## config.mk

```make
export PLATFORM = sky130hd
export DESIGN_NAME = controller_mc
export DESIGN_NICKNAME = d
export VERILOG_FILES = /design/src/rtl/controller_mc.sv
export SDC_FILE = /design/constraint.sdc
export NUM_CORES = 1
export LEC_CHECK = 0
export CAP_MARGIN = 20
export CELL_PAD_IN_SITES_DETAIL_PLACEMENT = 1
export CELL_PAD_IN_SITES_GLOBAL_PLACEMENT = 2
export CORE_MARGIN = 10
export CORE_UTILIZATION = 18
export CTS_CLUSTER_SIZE = 16
export DETAILED_ROUTE_END_ITERATION = 10
export PLACE_DENSITY_LB_ADDON = 0.1
export SLEW_MARGIN = 5
export SYNTH_ARGS = -nofsm -noshare
export SYNTH_HDL_FRONTEND = slang
export SYNTH_SLANG_ARGS = --single-unit
```

## constraint.sdc

```tcl
create_clock -name clk -period 1.6 [get_ports clk]
set_input_delay 0.24 -clock clk [delete_from_list [all_inputs] [get_ports clk]]
set_output_delay 0.24 -clock clk [all_outputs]
set_load 0.02 [all_outputs]
```

## src/rtl/controller_mc.sv

```systemverilog
// ---------------------------------------------------------------------------
// controller_mc
// Multicycle control FSM for the albaCore datapath. Sequences
// fetch / decode / execute / writeback, handshakes with memory through
// mem_req/mem_ready (any number of wait states), resolves branches in a
// single execute cycle and parks in a resumable HALT state.
//
// Optional feature (compile-time macro):
//   CTRL_PERF_CNT_EN  - when defined, `retired` is a CNT_W-bit wrapping
//                       counter of retired instructions; when undefined,
//                       `retired` is tied to 0 and no counter flops exist.
//
// Ports:
//   clk            in   rising-edge clock
//   reset          in   asynchronous, active-low reset
//   opcode         in   opcode field from the instruction register
//   zero, neg      in   ALU flags used by BZ / BN
//   mem_ready      in   memory completes the current request this cycle
//   resume         in   leave HALT
//   mem_req        out  memory request, held until mem_ready
//   we_mem         out  memory write strobe (only with mem_req)
//   s_addr         out  0 = PC address, 1 = operand address
//   en_inst        out  load instruction register
//   en_a, en_b     out  load operand registers
//   alu_op         out  ALU function
//   en_f           out  load ALU result register
//   en_mdr         out  load memory data register
//   s_regfile_din  out  0 = ALU result, 1 = MDR
//   we_regfile     out  register-file write
//   s_next_pc      out  0 = PC+1, 1 = branch target
//   en_pc          out  load PC
//   halted         out  FSM is in HALT
//   retired        out  retired-instruction count
// ---------------------------------------------------------------------------
module controller_mc #(
    parameter int OPCODE_W = 4,
    parameter int ALU_OP_W = 3,
    parameter int CNT_W    = 16
) (
    input  logic                clk,
    input  logic                reset,
    input  logic [OPCODE_W-1:0] opcode,
    input  logic                zero,
    input  logic                neg,
    input  logic                mem_ready,
    input  logic                resume,
    output logic                mem_req,
    output logic                we_mem,
    output logic                s_addr,
    output logic                en_inst,
    output logic                en_a,
    output logic                en_b,
    output logic [ALU_OP_W-1:0] alu_op,
    output logic                en_f,
    output logic                en_mdr,
    output logic                s_regfile_din,
    output logic                we_regfile,
    output logic                s_next_pc,
    output logic                en_pc,
    output logic                halted,
    output logic [CNT_W-1:0]    retired
);

    typedef enum logic [3:0] {
        S_IFETCH  = 4'd0,
        S_IFETCH2 = 4'd1,
        S_DECODE  = 4'd2,
        S_EX_ALU  = 4'd3,
        S_EX_LD   = 4'd4,
        S_EX_LD2  = 4'd5,
        S_EX_ST   = 4'd6,
        S_EX_BR   = 4'd7,
        S_EX_BZ   = 4'd8,
        S_EX_BN   = 4'd9,
        S_WB_ALU  = 4'd10,
        S_WB_MEM  = 4'd11,
        S_HALT    = 4'd12
    } state_t;

    state_t      state;
    state_t      state_n;
    logic [31:0] op_val;

    // Zero-extended opcode so decode thresholds work for any OPCODE_W.
    assign op_val = 32'(opcode);

    always_ff @(posedge clk or negedge reset) begin
        if (!reset) begin
            state <= S_IFETCH;
        end else begin
            state <= state_n;
        end
    end

    always_comb begin
        state_n       = state;
        mem_req       = 1'b0;
        we_mem        = 1'b0;
        s_addr        = 1'b0;
        en_inst       = 1'b0;
        en_a          = 1'b0;
        en_b          = 1'b0;
        alu_op        = '0;
        en_f          = 1'b0;
        en_mdr        = 1'b0;
        s_regfile_din = 1'b0;
        we_regfile    = 1'b0;
        s_next_pc     = 1'b0;
        en_pc         = 1'b0;
        halted        = 1'b0;

        case (state)
            S_IFETCH: begin
                mem_req = 1'b1;
                if (mem_ready) state_n = S_IFETCH2;
            end
            S_IFETCH2: begin
                en_inst = 1'b1;
                state_n = S_DECODE;
            end
            S_DECODE: begin
                en_a = 1'b1;
                en_b = 1'b1;
                if (op_val <= 32'd7)        state_n = S_EX_ALU;
                else if (op_val == 32'd8)   state_n = S_EX_LD;
                else if (op_val == 32'd9)   state_n = S_EX_ST;
                else if (op_val == 32'd10)  state_n = S_EX_BR;
                else if (op_val == 32'd11)  state_n = S_EX_BZ;
                else if (op_val == 32'd12)  state_n = S_EX_BN;
                else                        state_n = S_HALT;
            end
            S_EX_ALU: begin
                alu_op  = opcode[ALU_OP_W-1:0];
                en_f    = 1'b1;
                state_n = S_WB_ALU;
            end
            S_EX_LD: begin
                mem_req = 1'b1;
                s_addr  = 1'b1;
                if (mem_ready) state_n = S_EX_LD2;
            end
            S_EX_LD2: begin
                en_mdr  = 1'b1;
                state_n = S_WB_MEM;
            end
            S_EX_ST: begin
                // The store retires in the same cycle memory accepts it.
                mem_req = 1'b1;
                we_mem  = 1'b1;
                s_addr  = 1'b1;
                if (mem_ready) begin
                    en_pc   = 1'b1;
                    state_n = S_IFETCH;
                end
            end
            S_EX_BR: begin
                en_pc     = 1'b1;
                s_next_pc = 1'b1;
                state_n   = S_IFETCH;
            end
            S_EX_BZ: begin
                en_pc     = 1'b1;
                s_next_pc = zero;
                state_n   = S_IFETCH;
            end
            S_EX_BN: begin
                en_pc     = 1'b1;
                s_next_pc = neg;
                state_n   = S_IFETCH;
            end
            S_WB_ALU: begin
                we_regfile = 1'b1;
                en_pc      = 1'b1;
                state_n    = S_IFETCH;
            end
            S_WB_MEM: begin
                we_regfile    = 1'b1;
                s_regfile_din = 1'b1;
                en_pc         = 1'b1;
                state_n       = S_IFETCH;
            end
            S_HALT: begin
                halted = 1'b1;
                if (resume) begin
                    en_pc   = 1'b1;
                    state_n = S_IFETCH;
                end
            end
            default: begin
                state_n = S_HALT;
            end
        endcase

        // While reset is held the state register already sits in IFETCH,
        // which would otherwise raise mem_req; every output is masked so
        // that nothing reaches memory or the datapath until release.
        if (!reset) begin
            mem_req       = 1'b0;
            we_mem        = 1'b0;
            s_addr        = 1'b0;
            en_inst       = 1'b0;
            en_a          = 1'b0;
            en_b          = 1'b0;
            alu_op        = '0;
            en_f          = 1'b0;
            en_mdr        = 1'b0;
            s_regfile_din = 1'b0;
            we_regfile    = 1'b0;
            s_next_pc     = 1'b0;
            en_pc         = 1'b0;
            halted        = 1'b0;
        end
    end

`ifdef CTRL_PERF_CNT_EN
    // Leaving HALT pulses en_pc but is not an instruction retiring.
    logic             retire;
    logic [CNT_W-1:0] retired_q;

    assign retire = en_pc & (state != S_HALT);

    always_ff @(posedge clk or negedge reset) begin
        if (!reset) begin
            retired_q <= '0;
        end else if (retire) begin
            retired_q <= retired_q + CNT_W'(1);
        end
    end

    assign retired = retired_q;
`else
    assign retired = '0;
`endif

endmodule
```

* Word level (Yosys, flattened, before mapping)
Index checks and enable logic that the tools add are counted.
** Storage, ports and cells
- Register bits :: 4
- Output and inout port bits :: 32
** Operators by class
- $lt $le $gt $ge :: 1
- Eq/ne operators :: 21
- Muxes and demuxes :: 39
- Reduce and logical (&&, ||, !) cells :: 6
** Operators by type and width (count)
- $eq 4x4->1 const B :: 10
- $pmux 4 s9 :: 1
- $mux 4 :: 8
- $mux 1 :: 24
- $eq 4x3->1 const B :: 4
- $mux 3 :: 4
- $eq 4x2->1 const B :: 2
- $ne 2x2->1 const B :: 4
- $pmux 1 s3 :: 2
- $reduce_or 5->1 :: 1
- $eq 4x1->1 const B :: 1
- $le 4x3->1 const B :: 1
- $logic_not 4->1 :: 1
- $reduce_and 4->1 :: 1
- $reduce_or 2->1 :: 2
- $reduce_or 3->1 :: 1

* Longest topological paths before layout
Gate-level depths: netlist of the first run.
- Word-level depth :: 8
- Gate-level depth with buffers :: 5
- Depth with buffers taken out :: 4

* Least setup slack after synthesis of the first run
Ideal clock, no wire load.
- Kind :: register to output
- Start :: register state[0]
- End :: output en_b
- Arrival :: 1489 ps
- Required time :: 1360 ps
- Slack :: -129 ps
- Cell stages (with the launch flop) :: 6
- Path buffers :: 2
- Cells stage by stage :: dfrtp_1 -> buf_6 -> nor2b_2 -> nand2_1 -> nor3_1 -> buf_4
** Between the ends
- Longest elaborated chain between the ends :: 3
** Ends and longest elaborated chain
- from (decl) :: RTL line 80 : state_t state;
- from (signal assigned) :: RTL line 91 : state <= state_n;
- $eq 4x2->1
- $mux 1 (2 in series)
- to (decl) :: RTL line 52 : output logic en_b,
No other way between the ends.

* Final worst setup path of the first run
- Start :: register state[0]
- End :: output s_next_pc
** Between the ends
- Longest elaborated chain between the ends :: 3
- Elaborated cells between the ends (all ways) :: 5
- Classes of those cells :: eq/ne: 3; mux: 2
** Ends and longest elaborated chain
- $eq 4x4->1 or $eq 4x3->1 (tied branches) :: RTL line 112 : case (state)
- $pmux 1 s3 (*) :: RTL line 112
- $mux 1 (*) :: RTL line 197 : if (!reset) begin
- to (decl) :: RTL line 58 : output logic s_next_pc,
Mark *: on every way between the ends. The rest lies on a longest branch, timed or not.

==> flow_summary_export.csv, run 1 <==
group,metric,value,unit
outcome,outcome,"finished, violations left",
outcome,violations,"hold timing, setup timing",
die,io_pins,42,
grt,grt_usage,7.850,%
placed_design,portBuffers,25,
setup_path,required,1.36,ns
clocking,clk_pin_slew,0.04,ns
flow_run,drv_cap,0,
setup_path,arrival,1.47,ns
setup_path,worstSetupPathType,"reg2out",
sta,min_period,1.713,ns
detailed_routing,wl_per_cell,13.86,um
sta,setup_viol,8,
clocking,clk_path_buf_depth,2,
finish,largest_reg_flops,4,
logic_synthesis,avgSynthCellArea,7.924,um^2
grt,grt_overflow_total,0,
finish,fin_nets,148,
sta,finalHoldViolations,4,
power,p_sw_share,44.38,%
setup_path,worstPathMaxFanout,5,
finish,mostFrequentLayoutCells,"buf_4, conb_1, nor2_1",
placed_design,placed_cell_area,1101,um^2
sta,finalCritPeriodShare,107.1,%
setup_path,end_kind,"primary output",
power,power_density,1512,nW/um^2
placed_design,gp_congestion,0.7978,
finish,top_regs,"state (4)",
detailed_routing,initialDrtViolationCount,21,
setup_path,cp-start-kind,"flop",
sta,rsz0062_at_grt,"true",
logic_synthesis,synth-seq-cells,4,
logic_synthesis,synth_area,665.6,um^2
clocking,postCtsHoldBufs,0,
power,seqPwrFrac,13.2,%
finish,fin_util,32.51,%
finish,num_antenna_cells,0,
min_path,min_path_type,"in2async",
clocking,clk_latency,0.23,ns
logic_synthesis,synth_edf_count,0,
grt,grt_pass1_vias,832,
clocking,cts_tree,"done",
power,ir_drop,0.2843,mV
grt,antenna_found_initial,0,
sta,clock-skew-final,0.008420,ns
power,leakagePower,0.5560,nW
logic_synthesis,ys_warn_count,0,
sta,setup_ws,-0.1133,ns
logic_synthesis,async_flop_share,100.0,%
logic_synthesis,synthCells,84,
die,core-area,3606,um^2
grt,grt_max_degree,11,
grt,grt_pass1_wl,4015,um
die,die_area,6530,um^2
sta,whs,-0.01822,ns
finish,largest-register,"state",
detailed_routing,wirelength,2551,um
detailed_routing,ant_nets,0,
sta,slew_viol_final,0,
power,netSwitchingPower,0.0007869,W
logic_synthesis,yosysUniqueCellTypes,37,
detailed_routing,firstDrtPassIters,2,
die,die_x,80.81,um
die,fp.dieH,80.81,um
logic_synthesis,ys.flop_type,"dfrtp_1",
power,power_frac_comb,74.4,%
setup_path,cp-startpoint,"state[0]",
placed_design,dp_hpwl,2135,um
power,p_int,0.0009863,W
clocking,cts.sinks,4,
setup_path,rr_startpoint,"state[3]",
detailed_routing,via_per_inst,4.071,
clocking,cts-root-buf,"clkbuf_8",
finish,syn_to_final_growth,76.13,%
finish,final_common_cell,"buf_4",
clocking,htree_levels,1,
sta,fmax,0.5837,GHz
detailed_routing,drc,0,
power,clkPwrFrac,12.4,%
setup_path,reg2reg_slack,0.14,ns
finish,design_area,1172,um^2
detailed_routing,vias,749,
die,start_util,18.46,%
clocking,numCtsBuffers,3,
logic_synthesis,ys_seq_area_share,15.04,%
die,rows,22,
finish,drive_gt1_share,50.74,%
synthesized netlist by cell type (2+ instances only):
master,number,area share (%)
and2_1,4,3.8
buf_6,2,3.4
dfrtp_1,4,15
and3_1,2,1.9
a31oi_1,2,1.9
nand2_1,4,2.3
nand2b_1,2,1.9
nor2b_1,2,1.9
xnor2_1,2,2.6
nor2_1,12,6.8
buf_4,18,20
nor4_1,2,1.9
nor3_1,4,3.0
power groups by stage:
| stage | sequential [W] | clock, W | combinational (W) |
|---|---|---|---|
| 2_1_floorplan | 0.000185 | 0 | 0.000740 |
| 3_3_place_gp | 0.000223 | 0 | 0.00125 |
| 3_5_place_dp | 0.000221 | 0 | 0.00127 |
| 4_1_cts | 0.000230 | 0.000230 | 0.00128 |
| 5_1_grt | 0.000240 | 0.000237 | 0.00145 |
| 6_report | 0.000234 | 0.000220 | 0.00132 |
final cells by class:
| cell class | count | area, um^2 |
|---|---|---|
| well taps | 48 | 60.06 |
| fillers | 447 | 2434 |
| clock buffers | 3 | 41.29 |
| inverters | 2 | 7.507 |
| multi-input cells | 72 | 496.7 |
| flip-flops and latches | 4 | 102.6 |
| repair buffers | 55 | 464.2 |
worst max-delay path: stages, from the launching register on:
cell     delay, ns
dfrtp_2       0.45
mux2_4        0.31
and3_4        0.15
a31oi_1       0.14
nor2b_1       0.06
buf_4         0.15
final timing paths:
check | endpoint | cells after the start
worst max-delay path | s_next_pc | 5
worst min-delay path | state[3] | 2
worst max register to register | state[2] | 6
worst min register to register | state[3] | 3
max in group asynchronous | state[0] | 2
min in group clk | state[2] | 3
per-layer routing:
layer,global-route usage (%),share of wire (%)
met5,0,0
met4,2.595,0.47
met3,2.759,6.6
met2,13.77,51
met1,8.629,42
cells by family after synthesis:
kind of cell	share of synthesized area, %
buffers and inverters	25.56
AO/OA/AOI/OAI	15.79
other	0.5634
AND/OR/NAND/NOR	33.64
flip-flops	15.04
XOR/XNOR	3.948
multiplexers	5.450
per-stage QoR:
| step | power (W) | setup TNS [ns] | worst slack [ns] | std cells | hold WS [ns] |
|---|---|---|---|---|---|
| floorplan | 0.0009247 | 0 | 0.01727 | 99 | -0.05559 |
| global placement | 0.001476 | -7.082 | -0.5653 | 180 | 0.5723 |
| detailed placement | 0.001488 | -7.339 | -0.5711 | 180 | 0.5793 |
| CTS | 0.001743 | -0.5889 | -0.1240 | 183 | 0.3551 |
| global route | 0.001923 | -1.116 | -0.1687 | 184 | 0.0004045 |
| finish | 0.001773 | -0.5611 | -0.1133 | 184 | -0.01822 |
what timing repair did:
item,in CTS,in global routing
pin swaps,6,4
endpoints found under the setup margin,16,13
buffers inserted,0,1
resized for setup,87,14
Power figures use the tool's default switching activity.
==> run 2, diff against run 1 <==
GPL_TIMING_DRIVEN = 0   (was not set)
==> flow_summary_export.csv, run 2 (synthesized netlist as in run 1, its figures left out) <==
group,metric,value,unit
sta,setup_ws,-0.1726,ns
finish,final.fill_count,440,
power,netSwitchingPower,0.0007995,W
die,start_util,18.46,%
detailed_routing,vias,764,
grt,grt_usage,7.217,%
detailed_routing,wirelength,2539,um
finish,mostFrequentLayoutCells,"buf_4, conb_1, buf_6",
die,die_area,6530,um^2
clocking,clk_path_buf_depth,2,
finish,fin_nets,153,
min_path,min_path_type,"in2reg",
detailed_routing,firstDrtPassIters,4,
die,io_pins,42,
outcome,outcome,"finished, violations left",
setup_path,arrival,1.53,ns
detailed_routing,ant_nets,0,
finish,num_antenna_cells,0,
finish,drive_gt1_share,55.32,%
grt,grt_overflow_total,0,
power,p_sw_share,46.01,%
placed_design,portBuffers,25,
sta,rsz0062_at_grt,"true",
detailed_routing,wl_met3,184,um
power,power,0.001738,W
finish,syn_to_final_growth,87.59,%
setup_path,critPathTopFamily,"simple AND/OR/NAND/NOR gates",
outcome,violations,"setup timing",
finish,largest-register,"state",
detailed_routing,wl_met1,1084,um
sta,slew_viol_final,0,
setup_path,end_kind,"primary output",
die,core-area,3606,um^2
sta,finalCritPeriodShare,110.8,%
setup_path,worstSetupPathType,"reg2out",
finish,top_regs,"state (4)",
clocking,clk_latency,0.22,ns
sta,clock-skew-final,0.002772,ns
clocking,cts-root-buf,"clkbuf_8",
sta,setup_viol,10,
finish,regArea,102.6,um^2
die,rows,22,
power,power_density,1392,nW/um^2
finish,largest_reg_flops,4,
sta,fmax,0.5641,GHz
placed_design,dp_hpwl,1946,um
clocking,numCtsBuffers,3,
setup_path,cp_slowest_cell,"dfrtp_2",
sta,min_period,1.773,ns
detailed_routing,initialDrtViolationCount,43,
setup_path,critPathBufInv,1,
setup_path,critPathMaxStageDelay,0.44,ns
power,seqPwrFrac,11.2,%
power,clkPwrFrac,12.3,%
clocking,htree_levels,1,
setup_path,cp-start-kind,"flop",
clocking,clk_pin_slew,0.03,ns
sta,finalHoldViolations,0,
grt,antenna_found_initial,0,
detailed_routing,wl_met2,1245,um
power,ir_drop,0.3531,mV
detailed_routing,via_per_inst,4.042,
placed_design,placed_cell_area,1046,um^2
detailed_routing,highest_layer,"met4",
clocking,cts.sinks,4,
power,power_frac_comb,76.5,%
die,fp.dieH,80.81,um
finish,design_area,1249,um^2
setup_path,crit_chain,"nand2b_1, or3_1, a21boi_2, buf_6",
flow_run,drv_cap,0,
die,die_x,80.81,um
grt,grt_max_degree,11,
placed_design,gp_congestion,0.8236,
grt,grt_pass1_vias,796,
clocking,cts_tree,"done",
setup_path,required,1.36,ns
detailed_routing,drc,0,
setup_path,worstPathMaxFanout,6,
power,leakagePower,0.5833,nW
grt,grt_pass1_wl,3850,um
finish,final_common_cell,"buf_4",
detailed_routing,wl_per_cell,13.43,um
finish,multiInputGateArea,525.5,um^2
power,p_int,0.0009383,W
-- run 2: final timing paths --
check	from	end	slack [ns]	cells past startpoint
max	state[3]	en_pc	-0.17	4
min	mem_ready	state[2]	0.38	2
max reg2reg	state[0]	state[2]	0.12	8
min reg2reg	state[1]	state[0]	0.75	4
max in group asynchronous	reset	state[3]	0.76	2
min in group asynchronous	reset	state[2]	0.64	2
-- run 2: metal layers --
| layer | track usage (%) | vias to the layer above |
|---|---|---|
| li1 | - | 374 |
| met1 | 8.492 | 357 |
| met2 | 11.70 | 30 |
| met3 | 2.428 | 3 |
| met4 | 3.114 | 0 |
| met5 | 0 | - |
-- run 2: timing repair --
item | in CTS | in global routing
endpoints found under the setup margin | 16 | 14
hold buffers | 1 | 0
hold endpoints to repair | 4 | 0
gates resized for setup | 75 | 30
pin swaps | 2 | 4
setup buffers | 2 | 11
-- run 2: worst reg2reg max path: cells and delay by family, from the launching register on --
kind                   cells  cell delay (ns)
AOI/OAI and AO/OA          2             0.33
buffers and inverters      4             0.49
and+or+nand+nor            2             0.22
DFF                        1             0.36
-- run 2: power by group through the flow --
| stage | Combinational (W) | Sequential (W) | Clock [W] |
|---|---|---|---|
| final | 0.00133 | 0.000195 | 0.000214 |
| after CTS | 0.00106 | 0.000200 | 0.000219 |
| after global routing | 0.00144 | 0.000201 | 0.000225 |
| after global placement | 0.00103 | 0.000198 | 0 |
| after detailed placement | 0.00102 | 0.000196 | 0 |
| after floorplan | 0.000740 | 0.000185 | 0 |
-- run 2: layout make-up --
| type | count | share of cell area [%] |
|---|---|---|
| Buffer | 21 | 13.53 |
| Clock buffer | 3 | 3.307 |
| Inverter | 2 | 0.9018 |
| Multi-Input combinational cell | 72 | 42.08 |
| Sequential cell | 4 | 8.216 |
| Tap cell | 48 | 4.810 |
| Timing Repair Buffer | 39 | 27.15 |
-- run 2: through the flow --
| stage | setup WS [ns] | setup TNS [ns] | instances | hold slack [ns] | util [%] |
|---|---|---|---|---|---|
| after global placement | -0.9189 | -10.71 | 172 | 0.5773 | 29.01 |
| after global routing | -0.2214 | -1.682 | 189 | 0.4088 | 34.63 |
| after floorplan | 0.01727 | 0 | 99 | -0.05559 | - |
| after detailed placement | -0.9238 | -10.70 | 172 | 0.5670 | 29.01 |
| final | -0.1726 | -0.9146 | 189 | 0.3776 | 34.63 |
| after CTS | -0.2113 | -1.004 | 178 | 0.6270 | 30.57 |
